===== config.mk =====
export PLATFORM = sky130hd
export DESIGN_NAME = pll_lock_seq
export DESIGN_NICKNAME = d
export VERILOG_FILES = /design/src/rtl/pll_lock_seq.sv
export SDC_FILE = /design/constraint.sdc
export NUM_CORES = 1
export LEC_CHECK = 0
export CAP_MARGIN = 20
export CORE_UTILIZATION = 45
export CTS_CLUSTER_SIZE = 12
export DETAILED_ROUTE_END_ITERATION = 10
export GPL_TIMING_DRIVEN = 1
export MAX_ROUTING_LAYER = met4
export PLACE_DENSITY = 0.72
export SLEW_MARGIN = 30
export SYNTH_ARGS = -nofsm -noshare
export SYNTH_HDL_FRONTEND = slang
export SYNTH_SLANG_ARGS = --single-unit

===== constraint.sdc =====
create_clock -name clk_ref -period 2.9 [get_ports clk_ref]
set_input_delay 0.435 -clock clk_ref [delete_from_list [all_inputs] [get_ports clk_ref]]
set_output_delay 0.435 -clock clk_ref [all_outputs]
set_load 0.05 [all_outputs]

===== src/rtl/pll_lock_seq.sv =====
// MMCM reset/lock sequencer on the free-running reference clock: pulses MMCM RST and releases sys_reset_n after stable lock.
// Optional lock-loss counter output enabled by defining PLL_LOSS_CNT_EN.
module pll_lock_seq #(
    parameter int RST_PULSE_CYC    = 16,
    parameter int LOCK_TIMEOUT_CYC = 100000,
    parameter int STABLE_CYC       = 1024,
    parameter int RETRY_MAX        = 15
) (
    input  logic       clk_ref,
    input  logic       reset_n,
    input  logic       pll_lock,
    output logic       pll_reset,
    output logic       sys_reset_n,
    output logic [1:0] seq_state,
`ifdef PLL_LOSS_CNT_EN
    output logic [7:0] lock_loss_cnt,
`endif
    output logic       lock_fail
);

    localparam int MAX_AB  = (RST_PULSE_CYC > LOCK_TIMEOUT_CYC) ? RST_PULSE_CYC : LOCK_TIMEOUT_CYC;
    localparam int MAX_CYC = (MAX_AB > STABLE_CYC) ? MAX_AB : STABLE_CYC;
    localparam int CNT_W   = (MAX_CYC > 1) ? $clog2(MAX_CYC) : 1;

    localparam logic [CNT_W-1:0] RST_LAST    = CNT_W'(RST_PULSE_CYC - 1);
    localparam logic [CNT_W-1:0] TIMEOUT_LAST = CNT_W'(LOCK_TIMEOUT_CYC - 1);
    localparam logic [CNT_W-1:0] STABLE_LAST = CNT_W'(STABLE_CYC - 1);
    localparam logic [7:0]       RETRY_LIM   = 8'(RETRY_MAX);

    typedef enum logic [1:0] {
        PLL_RST   = 2'b00,
        WAIT_LOCK = 2'b01,
        SETTLE    = 2'b10,
        RUN       = 2'b11
    } state_t;

    state_t           state, state_nxt;
    logic [CNT_W-1:0] cnt;
    logic [7:0]       retry;
    logic             sync1, lock_s;
    logic             timeout;

    always_comb begin
        state_nxt = state;
        timeout   = 1'b0;
        case (state)
            PLL_RST: begin
                if (cnt == RST_LAST) state_nxt = WAIT_LOCK;
            end
            WAIT_LOCK: begin
                if (lock_s) begin
                    state_nxt = SETTLE;
                end else if (cnt == TIMEOUT_LAST) begin
                    state_nxt = PLL_RST;
                    timeout   = 1'b1;
                end
            end
            SETTLE: begin
                // A drop on the completing cycle takes priority over release
                if (!lock_s)                 state_nxt = WAIT_LOCK;
                else if (cnt == STABLE_LAST) state_nxt = RUN;
            end
            RUN: begin
                if (!lock_s) state_nxt = PLL_RST;
            end
            default: state_nxt = PLL_RST;
        endcase
    end

    always_ff @(posedge clk_ref) begin
        if (!reset_n) begin
            state       <= PLL_RST;
            cnt         <= '0;
            retry       <= '0;
            sync1       <= 1'b0;
            lock_s      <= 1'b0;
            pll_reset   <= 1'b1;
            sys_reset_n <= 1'b0;
            lock_fail   <= 1'b0;
        end else begin
            sync1       <= pll_lock;
            lock_s      <= sync1;
            state       <= state_nxt;
            cnt         <= (state_nxt != state) ? '0 : cnt + 1'b1;
            pll_reset   <= (state_nxt == PLL_RST);
            sys_reset_n <= (state_nxt == RUN);
            if (timeout) begin
                if (retry < RETRY_LIM)          retry     <= retry + 8'd1;
                if (retry >= RETRY_LIM - 8'd1)  lock_fail <= 1'b1;
            end
            if (state == SETTLE && state_nxt == RUN) retry <= '0;
        end
    end

    assign seq_state = state;

`ifdef PLL_LOSS_CNT_EN
    always_ff @(posedge clk_ref) begin
        if (!reset_n)
            lock_loss_cnt <= '0;
        else if (state == RUN && state_nxt == PLL_RST && lock_loss_cnt != 8'hFF)
            lock_loss_cnt <= lock_loss_cnt + 8'd1;
    end
`endif

endmodule


==> results.ini, run 1 <==
[finish]
final_layout_size_suffix_gt1_share_pct = 6.43
finalCoreUtilization_pct = 52.3
diodes = 0
finalNetCount = 176
num-fill-cells = 278
final_common_cell = dfxtp_1
fin_area_mm2 = 0.00158
mostFrequentLayoutCells = dfxtp_1 (32), nor2_1 (21), nor3_1 (14)
area_growth_pct = 11.0

[global_routing]
track_usage_pct = 17.8
grt_pass1_wl_um = 4340
grt_overflow = 0
antenna_found_initial = 0
grt_max_degree = 18
grt_pass1_vias = 1024

[worst_hold_path]
hold_class = reg2reg

[setup_path]
reg2reg_slack_ps = 510
rr_worst_depth = 5
start_kind = register
timing.rr.start = cnt[11]$_SDFF_PP0_
end_kind = register
worstSetupStartpoint = cnt[11]$_SDFF_PP0_
reg2reg_to = cnt[3]$_SDFF_PP0_
worstPathRequired_ps = 3110
crit_cells = 5
critPathBufInv = 0
max_stage_delay_ps = 670
slowest_stage = or4_1
critPathTopFamily = simple AND/OR/NAND/NOR gates
crit_type = reg2reg
crit_path_max_fanout = 17
crit_top_cell = or4_1
crit_path_end = cnt[3]$_SDFF_PP0_
arrival_ps = 2600
worstPathCellList = or4_1 > or4_1 > a211o_1 > nand3_2 > nor3_1

[sta]
hold_violations = 0
max-slew-margin-rel_pct = 61.8
worstMarginPinSlew_ps = 568
setup_viol = 0
fin_skew_ps = 13.0
finalCriticalPeriod_ps = 2390
layout_setup_ws_ps = 509
whs_ps = 445
rsz0062_at_grt = false
slew_viol_final = 0
tns_ps = 0
fmax_mhz = 418
finalCritPeriodShare_pct = 82.4

[logic_synthesis]
synth.distinct_cells = 37
yosysSeqAreaShare_pct = 44.9
syn-num-nets = 167
synthCells = 161
synth_warnings = 0
netlist_area_mm2 = 0.00143
avgSynthCellArea_um2 = 8.87
ys_ff_latch = 32

[clock_tree]
post-cts-setup-buffers = 0
cts_tree = built
h-tree-depth = 2
clockBufferDepth = 2
cts.sinks = 32
cts_root_buf = clkbuf_4
cts_resized = 0
clk_latency_ps = 340
cts_hold_buf = 0
clk_pin_slew_ps = 90
cts_buffers = 5

[route]
drt_wl_total_um = 2580
drtAntennaViolNets = 0
drt_first_pass_iters = 4
vias_per_cell = 5.38
drc = 0
routedWlPerCell_um = 12.0
drt_iter0_drc = 52
vias = 1156

[placed_design]
place_area_mm2 = 0.00153
place_hpwl_um = 1840
preCtsSetupSlack_ps = 518
io_buffers = 7
gp_congestion = 0.877

[floorplanning]
core_mm2 = 0.00303
dieArea_mm2 = 0.00340
num_rows = 20
fp.dieW_um = 58.3
io_pins = 8
die_h_um = 58.3
initial_core_util_pct = 47.1

[run_status]
status = finished clean

[power]
p_leak_nw = 0.518
ir_drop_uv = 248
powerDensity_mw_per_mm2 = 464

[run]
maxCapViolCount = 0

==> how the worst min path moves through the flow <==
stage,startpoint,end,depth (start not counted),slack (ps)
after floorplan,sync1$_SDFF_PN0_,lock_s$_SDFF_PN0_,1,410
after detailed placement,sync1$_SDFF_PN0_,lock_s$_SDFF_PN0_,1,430
after global routing,sync1$_SDFF_PN0_,lock_s$_SDFF_PN0_,1,480
after global placement,sync1$_SDFF_PN0_,lock_s$_SDFF_PN0_,1,420
final,sync1$_SDFF_PN0_,lock_s$_SDFF_PN0_,1,450
after CTS,sync1$_SDFF_PN0_,lock_s$_SDFF_PN0_,1,450
==> registers in the layout (all words and copies together) (netlist names) <==
register     count
seq_state        2
lock_fail        1
cnt             17
lock_s           1
sys_reset_n      1
pll_reset        1
retry            8
sync1            1
==> layer usage <==
| layer | GRT usage [%] | vias up | wire (µm) | share of wire [%] |
|---|---|---|---|---|
| met5 | - | - | 0 | 0 |
| met4 | 10.9 | 0 | 83 | 3.2 |
| met3 | 5.49 | 10 | 127 | 4.9 |
| met2 | 28.4 | 36 | 1230 | 48 |
| met1 | 19.6 | 523 | 1140 | 44 |
| li1 | - | 587 | - | - |
==> cell type report <==
type | instances | area [µm²] | share of cell area, %
Multi-Input combinational cell | 121 | 748 | 47.2
Sequential cell | 32 | 641 | 40.4
Timing Repair Buffer | 7 | 70.1 | 4.42
Clock buffer | 8 | 58.8 | 3.71
Tap cell | 44 | 55.1 | 3.48
Inverter | 3 | 11.3 | 0.711
==> cell usage after synthesis <==
library cell / number / area (µm²)
dfxtp_1: 32 / 641
nor2_1: 21 / 78.8
nor3_1: 14 / 70.1
nand2_1: 12 / 45.0
xnor2_1: 11 / 96.3
nand3_1: 10 / 50.1
and2_1: 6 / 37.5
xor2_1: 6 / 52.6
nand4_1: 5 / 31.3
clkbuf_1: 3 / 11.3
ha_1: 3 / 37.5
inv_1: 3 / 11.3
nor4_1: 3 / 18.8
or4_1: 3 / 22.5
a211oi_1: 2 / 15.0
a21oi_1: 2 / 10.0
and4_1: 2 / 17.5
nand2b_1: 2 / 12.5
or2_2: 2 / 12.5
or3_1: 2 / 12.5
a211o_1: 1 / 8.76
a21bo_2: 1 / 10.0
a21boi_0: 1 / 7.51
a31oi_1: 1 / 6.26
a32oi_1: 1 / 8.76
buf_2: 1 / 5.00
buf_6: 1 / 11.3
mux2i_1: 1 / 10.0
nand3_2: 1 / 10.0
nor3b_1: 1 / 7.51
o211ai_1: 1 / 7.51
o21a_1: 1 / 7.51
o21ai_0: 1 / 5.00
o221a_2: 1 / 11.3
o311a_1: 1 / 10.0
o31ai_1: 1 / 7.51
or4b_1: 1 / 10.0
==> kinds of logic after synthesis <==
family / share of synthesized area (%)
simple gates: 30.6
flops: 44.9
xor+xnor: 10.4
compound gates: 8.06
buf+inv: 2.72
fa+ha+maj: 2.63
mux: 0.701
==> power by group <==
| group | switching [mW] | internal, mW | total, mW |
|---|---|---|---|
| logic | 0.0109 | 0.00890 | 0.0198 |
| registers | 0.00417 | 0.444 | 0.448 |
| clock network | 0.147 | 0.119 | 0.267 |
| total | 0.162 | 0.572 | 0.734 |
==> worst reg2reg max path: stages (launching register included) <==
cell and delay, ps:
dfxtp_1 350, or4_1 540, or4_1 670, a211o_1 350, nand3_2 250, nor3_1 110
==> metrics by stage <==
stage          power [mW]  instances
6_report            0.734        215
5_1_grt             0.766        215
4_1_cts             0.743        215
3_5_place_dp        0.478        207
3_3_place_gp        0.477        207
2_1_floorplan       0.473        161
(Power assumes the default switching activity.)
==> inputs of run 2 (changes only) <==
==> constraint.sdc (replaced) <==
create_clock -name clk_ref -period 2.5 [get_ports clk_ref]
set_input_delay 0.375 -clock clk_ref [delete_from_list [all_inputs] [get_ports clk_ref]]
set_output_delay 0.375 -clock clk_ref [all_outputs]
set_load 0.05 [all_outputs]
==> run 2 against run 1 <==
Compared with the run above:
- global-route usage grew 0.76 points
- clock power grew 16%
- critical path depth is the same
- routed wire length grew 2.2%
- power grew 16%
- die area is the same
- utilization grew 0.83 points
- first-iteration DRC count shrank 12%
- non-clock buffer count grew 2
- register-to-register slack lost 390 ps
- flip-flop and latch count is the same
- worst setup slack lost 390 ps
==> results.ini, run 2 (synthesized netlist as in run 1, its figures left out) <==
[global_routing]
grt_overflow = 0  ; unchanged
grt_pass1_vias = 1104  ; was 1024
antenna_found_initial = 0  ; unchanged
track_usage_pct = 18.6  ; was 17.8%
grt_pass1_wl_um = 4650  ; was 4340 µm
grt_max_degree = 18  ; unchanged

[finish]
finalNetCount = 178  ; was 176
final_layout_size_suffix_gt1_share_pct = 8.67  ; was 6.43%
area_growth_pct = 12.7  ; was 11.0%
mostFrequentLayoutCells = dfxtp_1 (32), nor2_1 (21), nor3_1 (14)  ; unchanged
regMostFlops = cnt  ; unchanged
num-fill-cells = 282  ; was 278
fin_cells = 217  ; was 215
final_common_cell = dfxtp_1  ; unchanged
largest_reg_flops = 17  ; unchanged
diodes = 0  ; unchanged

[sta]
finalCritPeriodShare_pct = 95.1  ; was 82.4%
rsz0062_at_grt = false  ; unchanged
slew_viol_final = 0  ; unchanged
fmax_mhz = 421  ; was 418 MHz
hold_violations = 0  ; unchanged
whs_ps = 442  ; was 445 ps
layout_setup_ws_ps = 122  ; was 509 ps
max-slew-margin-rel_pct = 66.5  ; was 61.8%
worstMarginPinSlew_ps = 498  ; was 568 ps
tns_ps = 0  ; unchanged
fin_skew_ps = 14.0  ; was 13.0 ps
finalCriticalPeriod_ps = 2380  ; was 2390 ps
setup_viol = 0  ; unchanged

[setup_path]
arrival_ps = 2590  ; was 2600 ps
start_kind = register  ; unchanged
crit_type = reg2reg  ; unchanged
crit_top_cell = or4_1  ; unchanged
critPathBufInv = 0  ; unchanged
critPathTopFamily = simple AND/OR/NAND/NOR gates  ; unchanged
reg2reg_slack_ps = 120  ; was 510 ps
crit_path_max_fanout = 17  ; unchanged
worstPathCellList = or4_1 > or4_1 > a211o_1 > nand3_4 > nor3_1  ; was or4_1 > or4_1 > a211o_1 > nand3_2 > nor3_1
end_kind = register  ; unchanged
max_stage_delay_ps = 690  ; was 670 ps
worstPathRequired_ps = 2720  ; was 3110 ps
slowest_stage = or4_1  ; unchanged

[clock_tree]
cts_buffers = 5  ; unchanged
post-cts-setup-buffers = 0  ; unchanged
clockBufferDepth = 2  ; unchanged
cts_resized = 0  ; unchanged
cts_root_buf = clkbuf_4  ; unchanged
cts.sinks = 32  ; unchanged
clk_latency_ps = 340  ; about the same
h-tree-depth = 2  ; unchanged
cts_hold_buf = 0  ; unchanged
cts_tree = built  ; unchanged
clk_pin_slew_ps = 90  ; about the same

[placed_design]
gp_congestion = 0.875  ; was 0.877
preCtsSetupSlack_ps = 99.6  ; was 518 ps
dp.cells = 209  ; was 207
place_hpwl_um = 1900  ; was 1840 µm
io_buffers = 7  ; unchanged

[floorplanning]
initial_core_util_pct = 47.1  ; unchanged
fp.dieW_um = 58.3  ; unchanged
num_rows = 20  ; unchanged
io_pins = 8  ; unchanged
core_mm2 = 0.00303  ; unchanged
dieArea_mm2 = 0.00340  ; unchanged
die_h_um = 58.3  ; unchanged

[route]
drt_iter0_drc = 46  ; was 52
drt_wl_total_um = 2640  ; was 2580 µm
vias_per_cell = 5.39  ; was 5.38
vias = 1169  ; was 1156
routedWlPerCell_um = 12.2  ; was 12.0 µm
drtAntennaViolNets = 0  ; unchanged
drt_first_pass_iters = 4  ; unchanged
drc = 0  ; unchanged

[run]
maxCapViolCount = 0  ; unchanged

[power]
ir_drop_uv = 309  ; was 248 µV
powerDensity_mw_per_mm2 = 531  ; was 464 mW/mm²
p_leak_nw = 0.535  ; was 0.518 nW

[worst_hold_path]
hold_class = reg2reg  ; unchanged

[run_status]
status = finished clean  ; unchanged

[run 2: cell types whose count changed in the layout (fill, tap and decap cells not counted), sizes merged]
cell and delta:
buf +2, clkbuf -2, clkinv +2
[run 2: final timing paths]
check | from | endpoint | depth (start not counted)
max | cnt[11]$_SDFF_PP0_ | cnt[7]$_SDFF_PP0_ | 5
min reg2reg | sync1$_SDFF_PN0_ | lock_s$_SDFF_PN0_ | 1
max reg2reg | cnt[11]$_SDFF_PP0_ | cnt[7]$_SDFF_PP0_ | 5
min | sync1$_SDFF_PN0_ | lock_s$_SDFF_PN0_ | 1
[run 2: worst reg2reg max path: cells and delay by family, from the launching register on]
kind | cells | cell delay [ps]
simple gates | 4 | 1530
compound gates | 1 | 380
flops | 1 | 360
[run 2: report_power, final]
group,switching [mW],leakage [nW],internal [mW]
Combinational,0.0133,0.238,0.0110
Sequential,0.00513,0.259,0.515
Clock,0.176,0.0380,0.134
Total,0.195,0.535,0.660
[run 2: area by class of cell]
cell class / count / area [µm²] / area share (%)
Clock buffer: 6 / 51.3 / 3.19
Clock inverter: 2 / 10.0 / 0.622
Inverter: 3 / 11.3 / 0.700
Multi-Input combinational cell: 121 / 756 / 47.0
Sequential cell: 32 / 641 / 39.8
Tap cell: 44 / 55.1 / 3.42
Timing Repair Buffer: 9 / 85.1 / 5.29
[run 2: layer usage]
layer	global-route usage [%]	wire, µm	up-vias	share of wire (%)
met5	-	0	-	0
met4	9.86	70	0	2.7
met3	5.05	99	9	3.8
met2	31.2	1330	23	50
met1	20.1	1140	542	43
li1	-	-	595	-
[run 2: per-stage QoR]
step / power (mW) / area, µm² / util, %
3_3_place_gp: 0.554 / 1540 / 50.9
2_1_floorplan: 0.549 / 1430 / -
3_5_place_dp: 0.556 / 1540 / 50.9
6_report: 0.854 / 1610 / 53.1
5_1_grt: 0.888 / 1610 / 53.1
4_1_cts: 0.862 / 1600 / 52.9
==> inputs of run 3 (changes only) <==
--- a/config.mk
+++ b/config.mk
@@ -11,7 +11,7 @@
 export DETAILED_ROUTE_END_ITERATION = 10
 export GPL_TIMING_DRIVEN = 1
 export MAX_ROUTING_LAYER = met4
-export PLACE_DENSITY = 0.72
+export PLACE_DENSITY = 0.62
 export SLEW_MARGIN = 30
 export SYNTH_ARGS = -nofsm -noshare
 export SYNTH_HDL_FRONTEND = slang
==> run 3 against run 2 <==
Compared with the run above:
- clock power fell by 1%
- die area stayed put
- via count decreased by 0.17%
- first-iteration DRC count fell by 54%
- largest power group unchanged
==> results.ini, run 3 (synthesized netlist as in run 1, its figures left out) <==
[run]
maxCapViolCount = 0  ; unchanged

[sta]
fin_skew_ps = 9.36  ; was 14.0 ps
slew_viol_final = 0  ; unchanged
tns_ps = 0  ; unchanged
hold_violations = 0  ; unchanged
max-slew-margin-rel_pct = 64.6  ; was 66.5%
setup_viol = 0  ; unchanged
rsz0062_at_grt = false  ; unchanged
worstMarginPinSlew_ps = 526  ; was 498 ps
fmax_mhz = 435  ; was 421 MHz
finalCritPeriodShare_pct = 92.0  ; was 95.1%
finalCriticalPeriod_ps = 2300  ; was 2380 ps

[setup_path]
reg2reg_slack_ps = 200  ; was 120 ps
start_kind = register  ; unchanged
arrival_ps = 2510  ; was 2590 ps
worstPathCellList = or4b_1 > or4_1 > a211o_1 > nand3_2 > nor3_1  ; was or4_1 > or4_1 > a211o_1 > nand3_4 > nor3_1
slowest_stage = or4b_1  ; was or4_1
timing.rr.start = cnt[8]$_SDFF_PP0_  ; was cnt[11]$_SDFF_PP0_
end_kind = register  ; unchanged
worstSetupStartpoint = cnt[8]$_SDFF_PP0_  ; was cnt[11]$_SDFF_PP0_
crit_path_max_fanout = 17  ; unchanged
crit_type = reg2reg  ; unchanged
worstPathRequired_ps = 2710  ; was 2720 ps
max_stage_delay_ps = 570  ; was 690 ps
rr_worst_depth = 5  ; unchanged
reg2reg_to = cnt[10]$_SDFF_PP0_  ; was cnt[7]$_SDFF_PP0_

[worst_hold_path]
hold_class = reg2reg  ; unchanged
hp-start = sync1$_SDFF_PN0_  ; unchanged
min_to = lock_s$_SDFF_PN0_  ; unchanged
min_path_cells = 1  ; unchanged

[clock_tree]
cts_tree = built  ; unchanged
clk_pin_slew_ps = 100  ; was 90 ps
cts.sinks = 32  ; unchanged
h-tree-depth = 2  ; unchanged
cts_hold_buf = 0  ; unchanged
cts_root_buf = clkbuf_4  ; unchanged
cts_buffers = 5  ; unchanged
clockBufferDepth = 2  ; unchanged
cts_resized = 0  ; unchanged
post-cts-setup-buffers = 0  ; unchanged
clk_latency_ps = 330  ; was 340 ps

[finish]
largest_reg_flops = 17  ; unchanged
finalNetCount = 179  ; was 178
final_layout_size_suffix_gt1_share_pct = 8.05  ; was 8.67%
final_common_cell = dfxtp_1  ; unchanged
num-fill-cells = 290  ; was 282
diodes = 0  ; unchanged
area_growth_pct = 12.5  ; was 12.7%
mostFrequentLayoutCells = dfxtp_1 (32), nor2_1 (21), nor3_1 (14)  ; unchanged
fin_area_mm2 = 0.00161  ; about the same
regMostFlops = cnt  ; unchanged

[power]
powerDensity_mw_per_mm2 = 529  ; was 531 mW/mm²
switchingPower_mw = 0.186  ; was 0.195 mW
p_clk_share_pct = 36.0  ; was 36.3%
p_int_mw = 0.664  ; was 0.660 mW
p_leak_nw = 0.533  ; was 0.535 nW
netSwitchingFraction_pct = 21.8  ; was 22.8%
seqPwrFrac_pct = 61.2  ; was 60.9%
comb_power_share_pct = 2.7  ; was 2.8%
ir_drop_uv = 566  ; was 309 µV
power_mw = 0.850  ; was 0.854 mW

[global_routing]
antenna_found_initial = 0  ; unchanged
grt_overflow = 0  ; unchanged
grt_pass1_vias = 1084  ; was 1104
track_usage_pct = 19.1  ; was 18.6%
grt_pass1_wl_um = 4720  ; was 4650 µm
grt_max_degree = 18  ; unchanged

[placed_design]
place_area_mm2 = 0.00155  ; was 0.00154 mm²
io_buffers = 7  ; unchanged
gp_congestion = 0.832  ; was 0.875
place_hpwl_um = 1900  ; about the same

[route]
route.met2.wl_um = 1270  ; was 1330 µm
wirelength_met1_um = 1270  ; was 1140 µm
drt_iter0_drc = 21  ; was 46
drtAntennaViolNets = 0  ; unchanged
drc = 0  ; unchanged
vias = 1167  ; was 1169
routedWlPerCell_um = 12.2  ; about the same
top_layer_used = met4  ; unchanged
wl_met3_um = 87  ; was 99 µm
vias_per_cell = 5.35  ; was 5.39
drt_first_pass_iters = 4  ; unchanged
drt_wl_total_um = 2660  ; was 2640 µm

[floorplanning]
core_mm2 = 0.00303  ; unchanged
dieArea_mm2 = 0.00340  ; unchanged
initial_core_util_pct = 47.1  ; unchanged
die_h_um = 58.3  ; unchanged
io_pins = 8  ; unchanged
fp.dieW_um = 58.3  ; unchanged
num_rows = 20  ; unchanged

[run_status]
status = finished clean  ; unchanged

## run 3: area by class of cell
cell class | instances | area, µm² | area share [%]
Tap cell | 44 | 55.1 | 3.43
Sequential cell | 32 | 641 | 39.9
Clock buffer | 8 | 58.8 | 3.66
Inverter | 3 | 11.3 | 0.701
Timing Repair Buffer | 10 | 92.6 | 5.76
Multi-Input combinational cell | 121 | 748 | 46.6
## run 3: worst max-delay path by stage
stage,slack (ps),end,depth (start not counted)
final,200,cnt[10]$_SDFF_PP0_,5
after global routing,50,retry[1]$_SDFFE_PP0P_,5
after CTS,190,cnt[10]$_SDFF_PP0_,5
after detailed placement,200,cnt[10]$_SDFF_PP0_,5
after global placement,260,cnt[10]$_SDFF_PP0_,5
after floorplan,270,cnt[0]$_SDFF_PP0_,7
## run 3: metrics by stage
| stage | utilization, % | setup WS (ps) | hold slack [ps] | instances |
|---|---|---|---|---|
| final | 53.1 | 200 | 442 | 218 |
| after floorplan | - | 272 | 412 | 161 |
| after global placement | 51.1 | 261 | 417 | 210 |
| after global routing | 53.1 | 51.9 | 461 | 218 |
| after CTS | 53.1 | 191 | 445 | 218 |
| after detailed placement | 51.1 | 201 | 422 | 210 |
## run 3: power by group through the flow
stage                     registers (mW)  clock network, mW  logic [mW]
final                              0.520              0.306      0.0233
after global routing               0.521              0.334      0.0272
after CTS                          0.520              0.317      0.0238
after detailed placement           0.532                  0      0.0237
after global placement             0.532                  0      0.0232
after floorplan                    0.531                  0      0.0184
## run 3: critical path: cells and delay by family (launching register included)
kind	cells	cell delay, ps
AOI/OAI and AO/OA	1	330
DFF	1	370
and+or+nand+nor	4	1480
## run 3: metal layers
layer  track usage, %  up-vias
li1                 -      596
met1             21.9      552
met2             30.2       14
met3             5.93        5
met4             9.18        0
met5                -        -
